===== config.mk =====
export PLATFORM = sky130hd
export DESIGN_NAME = mmss_timer
export DESIGN_NICKNAME = d
export VERILOG_FILES = /design/src/rtl/mmss_timer.sv
export SDC_FILE = /design/constraint.sdc
export NUM_CORES = 1
export LEC_CHECK = 0
export ABC_AREA = 1
export CAP_MARGIN = 40
export CORE_UTILIZATION = 60
export CTS_BUF_LIST = sky130_fd_sc_hd__clkbuf_8
export DETAILED_ROUTE_END_ITERATION = 10
export PLACE_DENSITY_LB_ADDON = 0.3
export SLEW_MARGIN = 10
export SYNTH_ARGS = -nofsm -noshare
export SYNTH_HDL_FRONTEND = slang
export SYNTH_SLANG_ARGS = --single-unit

===== constraint.sdc =====
create_clock -name clk -period 2.14 [get_ports clk]
set_clock_uncertainty 0.15 [all_clocks]
set_input_delay 0.321 -clock clk [delete_from_list [all_inputs] [get_ports clk]]
set_output_delay 0.321 -clock clk [all_outputs]
set_load 0.005 [all_outputs]

===== src/rtl/mmss_timer.sv =====
// ----------------------------------------------------------------------------
// mmss_timer -- minutes:seconds stopwatch with start / pause / clear / preset
//
// Counts seconds from a free-running clock using a prescaler of TICK_DIV
// cycles per tick. The count is kept as two binary fields, minutes 0..59 and
// seconds 0..59. In up-count mode the timer stops in DONE when a tick arrives
// at 59:59.
//
// Optional feature (macro MMSS_TIMER_COUNTDOWN_EN):
//   Adds the `mode` input (1 = count down). It is sampled on IDLE->RUN.
//   A down-count stops in DONE when it reaches 00:00. Starting from 00:00 in
//   down mode goes straight to DONE. Without the macro the port and all
//   down-count logic are absent.
//
// Parameters:
//   TICK_DIV    clk cycles per one-second tick (minimum 2)
//
// Ports:
//   clk         system clock, rising edge
//   rst_n       asynchronous active-low reset
//   start       start / resume request (level, rising edge acted on)
//   pause       pause request (level, rising edge acted on)
//   clear       clear request (level, rising edge acted on)
//   load        preset load strobe (rising edge acted on, IDLE only)
//   preset_min  preset minutes, clamped to 59 on load
//   preset_sec  preset seconds, clamped to 59 on load
//   mode        1 = count down (only with MMSS_TIMER_COUNTDOWN_EN)
//   minutes     current minutes, registered
//   seconds     current seconds, registered
//   running     high while in RUN
//   done        high while in DONE
// ----------------------------------------------------------------------------
module mmss_timer #(
    parameter int unsigned TICK_DIV = 100_000_000
) (
    input  logic       clk,
    input  logic       rst_n,
    input  logic       start,
    input  logic       pause,
    input  logic       clear,
    input  logic       load,
    input  logic [5:0] preset_min,
    input  logic [5:0] preset_sec,
`ifdef MMSS_TIMER_COUNTDOWN_EN
    input  logic       mode,
`endif
    output logic [5:0] minutes,
    output logic [5:0] seconds,
    output logic       running,
    output logic       done
);

    localparam int unsigned PW = (TICK_DIV > 2) ? $clog2(TICK_DIV) : 1;
    localparam logic [PW-1:0] PRESC_MAX = PW'(TICK_DIV - 1);

    typedef enum logic [1:0] {
        IDLE,
        RUN,
        PAUSE,
        DONE
    } state_t;

    state_t        state;
    logic [PW-1:0] presc;

    logic start_q;
    logic pause_q;
    logic clear_q;
    logic load_q;

    // Low for the first clock after reset release. That first clock only
    // captures the request levels, so a level held high across the release
    // is never mistaken for a fresh edge.
    logic armed;

    logic start_edge;
    logic pause_edge;
    logic clear_edge;
    logic load_edge;

    logic [5:0] load_min;
    logic [5:0] load_sec;

    logic [5:0] inc_min;
    logic [5:0] inc_sec;
    logic       inc_done;

    logic [5:0] step_min;
    logic [5:0] step_sec;
    logic       step_done;

`ifdef MMSS_TIMER_COUNTDOWN_EN
    logic       count_down;
    logic [5:0] dec_min;
    logic [5:0] dec_sec;
    logic       dec_done;
`endif

    assign start_edge = armed & start & ~start_q;
    assign pause_edge = armed & pause & ~pause_q;
    assign clear_edge = armed & clear & ~clear_q;
    assign load_edge  = armed & load  & ~load_q;

    assign load_min = (preset_min > 6'd59) ? 6'd59 : preset_min;
    assign load_sec = (preset_sec > 6'd59) ? 6'd59 : preset_sec;

    // Next value for an up-count tick. At 59:59 the count holds and the
    // timer finishes instead of wrapping.
    always_comb begin
        inc_min  = minutes;
        inc_sec  = seconds + 6'd1;
        inc_done = 1'b0;
        if (seconds >= 6'd59) begin
            if (minutes >= 6'd59) begin
                inc_sec  = seconds;
                inc_done = 1'b1;
            end else begin
                inc_sec = 6'd0;
                inc_min = minutes + 6'd1;
            end
        end
    end

`ifdef MMSS_TIMER_COUNTDOWN_EN
    // Next value for a down-count tick. The tick that lands on 00:00
    // finishes the timer. The 00:00 guard keeps the count from underflowing
    // even though RUN at 00:00 is not reachable in down mode.
    always_comb begin
        dec_min = minutes;
        dec_sec = seconds - 6'd1;
        if (seconds == 6'd0) begin
            dec_sec = 6'd59;
            dec_min = minutes - 6'd1;
        end
        dec_done = (dec_min == 6'd0) && (dec_sec == 6'd0);
        if ((minutes == 6'd0) && (seconds == 6'd0)) begin
            dec_min  = 6'd0;
            dec_sec  = 6'd0;
            dec_done = 1'b1;
        end
    end
`endif

    always_comb begin
        step_min  = inc_min;
        step_sec  = inc_sec;
        step_done = inc_done;
`ifdef MMSS_TIMER_COUNTDOWN_EN
        if (count_down) begin
            step_min  = dec_min;
            step_sec  = dec_sec;
            step_done = dec_done;
        end
`endif
    end

    // Control FSM with registered count and status outputs.
    // Clear wins everywhere. Otherwise each state acts on the
    // highest-priority edge that means something in that state.
    // An edge that a state ignores does not block a lower-priority one.
    // In RUN a pause edge beats a coincident tick, so no count update
    // happens on that cycle.
    always_ff @(posedge clk or negedge rst_n) begin
        if (!rst_n) begin
            state      <= IDLE;
            presc      <= '0;
            minutes    <= 6'd0;
            seconds    <= 6'd0;
            running    <= 1'b0;
            done       <= 1'b0;
            start_q    <= 1'b0;
            pause_q    <= 1'b0;
            clear_q    <= 1'b0;
            load_q     <= 1'b0;
            armed      <= 1'b0;
`ifdef MMSS_TIMER_COUNTDOWN_EN
            count_down <= 1'b0;
`endif
        end else begin
            armed   <= 1'b1;
            start_q <= start;
            pause_q <= pause;
            clear_q <= clear;
            load_q  <= load;

            if (clear_edge) begin
                state   <= IDLE;
                presc   <= '0;
                minutes <= 6'd0;
                seconds <= 6'd0;
                running <= 1'b0;
                done    <= 1'b0;
            end else begin
                case (state)
                    IDLE: begin
                        if (start_edge) begin
                            presc <= '0;
`ifdef MMSS_TIMER_COUNTDOWN_EN
                            count_down <= mode;
                            if (mode && (minutes == 6'd0) && (seconds == 6'd0)) begin
                                state <= DONE;
                                done  <= 1'b1;
                            end else begin
                                state   <= RUN;
                                running <= 1'b1;
                            end
`else
                            state   <= RUN;
                            running <= 1'b1;
`endif
                        end else if (load_edge) begin
                            minutes <= load_min;
                            seconds <= load_sec;
                        end
                    end

                    RUN: begin
                        if (pause_edge) begin
                            state   <= PAUSE;
                            running <= 1'b0;
                        end else if (presc == PRESC_MAX) begin
                            presc   <= '0;
                            minutes <= step_min;
                            seconds <= step_sec;
                            if (step_done) begin
                                state   <= DONE;
                                running <= 1'b0;
                                done    <= 1'b1;
                            end
                        end else begin
                            presc <= presc + PW'(1);
                        end
                    end

                    // The prescaler is left alone here so the resume
                    // continues the partial second.
                    PAUSE: begin
                        if (start_edge) begin
                            state   <= RUN;
                            running <= 1'b1;
                        end
                    end

                    default: begin
                        state <= DONE;
                    end
                endcase
            end
        end
    end

endmodule


==> flow_metrics.py <==
metrics = {
    "worst_setup_path": {
        "reg2regPathDepth": 11,
        "r2r_slack_ns": 0.20,
        "startpoint": "presc[1]",
        "critPathLaunchType": "flop",
        "cp_slowest_cell": "dfrtp_1",
        "cp_max_fo": 4,
        "crit_cells": 11,
        "crit_family": "simple AND/OR/NAND/NOR gates",
        "worstPathRequired_ns": 2.22,
        "crit_path_end": "presc[26]",
        "regToRegEndpoint": "presc[26]",
        "path_buf_inv": 2,
        "worstPathCellList": "ha_1 -> nand3_1 -> inv_2 -> nand2_2 -> nor2_1 -> inv_1 -> nor2_1 -> nand2_1 -> nand2_1 -> nand2_1 -> nor2_1",
        "arrival_ns": 2.02,
        "slowest_delay_ns": 0.39,
        "reg2reg_from": "presc[1]",
        "cp-end-kind": "flop",
        "crit_type": "reg2reg",
    },
    "timing": {
        "slew_headroom_pct": 65.7,
        "setup_viol": 0,
        "clock.fmax_ghz": 0.516,
        "period_minus_slack_ns": 1.94,
        "hold_violations": 0,
        "rsz0062_at_grt": "no",
        "fin_crit_sh_pct": 90.6,
        "timing.final.ws_setup_ns": 0.201,
        "slew_viol_final": 0,
        "tightest_slew_ns": 0.515,
    },
    "global_route": {
        "grt_max_degree": 28,
        "first_global_vias": 3013,
        "overflow": 0,
        "track_usage_pct": 29.0,
        "antenna_found_initial": 0,
        "grt_pass1_wl_mm": 13.6,
    },
    "placement": {
        "place_area_um2": 3730,
        "gp_congestion": 0.872,
        "port_buffers": 31,
        "pre_cts_ws_ns": -0.00913,
        "place_hpwl_mm": 5.89,
    },
    "power_and_ir_drop": {
        "p_leak_uw": 0.00178,
        "power.total_uw": 3690,
        "powerDensity_nw_per_um2": 961,
        "ir_worst_vdd_mv": 0.742,
    },
    "final_layout": {
        "postLayoutCellArea_um2": 3840,
        "area_growth_pct": 16.8,
        "fin_util_pct": 73.7,
        "diodes": 0,
        "fillers": 410,
        "num-nets-final": 517,
        "final_cell_mix": "134 x nand2_1, 65 x nor2_1, 48 x dfrtp_1, 43 x inv_1, 30 x clkdlybuf4s50_1",
        "drive_gt1_share_pct": 15.3,
        "final_common_cell": "nand2_1",
    },
    "route": {
        "wirelength_mm": 7.74,
        "drtPass1Iterations": 5,
        "drc_errors": 0,
        "drt_iter0_drc": 218,
        "wl_per_cell_um": 13.6,
        "vias_per_cell": 5.53,
        "final_antenna_net_count": 0,
        "vias": 3134,
    },
    "clocking": {
        "path_clk_slew_ns": 0.09,
        "cts_setup_buffers": 0,
        "clk_latency_ns": 0.30,
        "clock-sinks": 48,
        "tritoncts": "built",
        "cts_buffers": 5,
        "cts-root-buf": "clkbuf_8",
        "clk_path_buf_depth": 2,
        "htree_levels": 2,
    },
    "floorplanning": {
        "core_area_um2": 5200,
        "initial_core_util_pct": 63.1,
        "die-area_um2": 5770,
        "rows": 26,
        "pin_count": 32,
        "die_x_um": 76.0,
        "die_h_um": 76.0,
    },
    "synth": {
        "synthCells": 455,
        "syn-cell-area_um2": 3280,
        "ys_seq_area_share_pct": 36.6,
        "synth_nets": 476,
        "yosys_warnings": 0,
        "ys_ff_latch": 48,
        "syn_avg_cell_area_um2": 7.22,
        "synthDistinctLibCells": 42,
    },
    "min_path": {
        "worstHoldPathType": "in2reg",
    },
    "flow_run": {
        "cap_viol_max_count": 0,
    },
    "status": {
        "outcome": "finished, final reports clean",
    },
}
[per-stage QoR]
| step | TNS [ns] | instances | hold WS, ns |
|---|---|---|---|
| after floorplan | 0 | 455 | -0.125 |
| after global placement | 0 | 558 | 0.168 |
| after detailed placement | -0.00913 | 558 | 0.166 |
| after CTS | 0 | 567 | 0.329 |
| after global routing | 0 | 567 | 0.346 |
| final | 0 | 567 | 0.335 |
[sequential cells by signal (all words and copies together), names as in the netlist]
| signal | flops |
|---|---|
| minutes | 6 |
| done | 1 |
| start_q | 1 |
| presc | 27 |
| load_q | 1 |
| running | 1 |
| armed | 1 |
| pause_q | 1 |
| clear_q | 1 |
| state | 2 |
| seconds | 6 |
[synth_stat cells (all sizes together)]
library cell,instances,area share [%]
a21o,3,0.69
a21oi,16,3.4
a221oi,1,0.27
a22o,1,0.27
buf,7,2.1
clkbuf,2,0.23
clkinv,1,0.15
conb,1,0.11
dfrtp,48,37
ha,3,1.1
inv,46,5.3
nand2,145,18
nand3,38,7.6
nand3b,3,0.80
nand4,17,3.4
nor2,80,11
nor3,11,2.0
nor3b,1,0.23
o21a,1,0.23
o21ai,19,3.7
o21bai,3,0.69
o31ai,2,0.46
or2,1,0.19
xor2,5,1.3
[cell families (layout without fill, tap and decap cells)]
kind of cell,Yosys count,count (layout),synth area share [%]
xor gates and xnor gates,5,5,1.33
adders and majority gates,3,3,1.14
DFF,48,48,36.6
buffers and inverters,56,98,7.73
other,1,1,0.114
AOI/OAI and AO/OA,46,46,9.64
and+or+nand+nor,296,296,43.5
[cell type report]
cell class / count / area (µm²) / share of cell area, %
Clock buffer: 6 / 82.6 / 2.15
Clock inverter: 2 / 10.0 / 0.261
Inverter: 47 / 178 / 4.63
Multi-Input combinational cell: 351 / 1830 / 47.7
Sequential cell: 48 / 1200 / 31.3
Tap cell: 70 / 87.6 / 2.28
Timing Repair Buffer: 43 / 448 / 11.7
[what timing repair did]
item / 4_1_cts / 5_1_grt
hold endpoints to repair: 21 / 0
gates resized for setup: 0 / 0
hold buffers: 1 / 0
[per-layer routing]
metal / share of wire [%] / track usage, %
met5: 0 / 0
met4: 1.3 / 10.4
met3: 5.9 / 4.19
met2: 48 / 47.7
met1: 45 / 39.2
[how the worst min path moves through the flow]
stage	depth (start not counted)	to	startpoint	slack, ns
2_1_floorplan	0	armed	rst_n	-0.12
3_3_place_gp	1	seconds[5]	rst_n	0.17
3_5_place_dp	1	seconds[5]	rst_n	0.17
4_1_cts	1	load_q	load	0.33
5_1_grt	1	load_q	load	0.35
6_report	1	load_q	load	0.33
[where the power goes]
group,total [µW],internal (µW),switching [µW]
registers,1260,1070,197
logic,1870,825,1050
clock network,550,258,292
No activity file was read; power rests on OpenSTA's default activity.
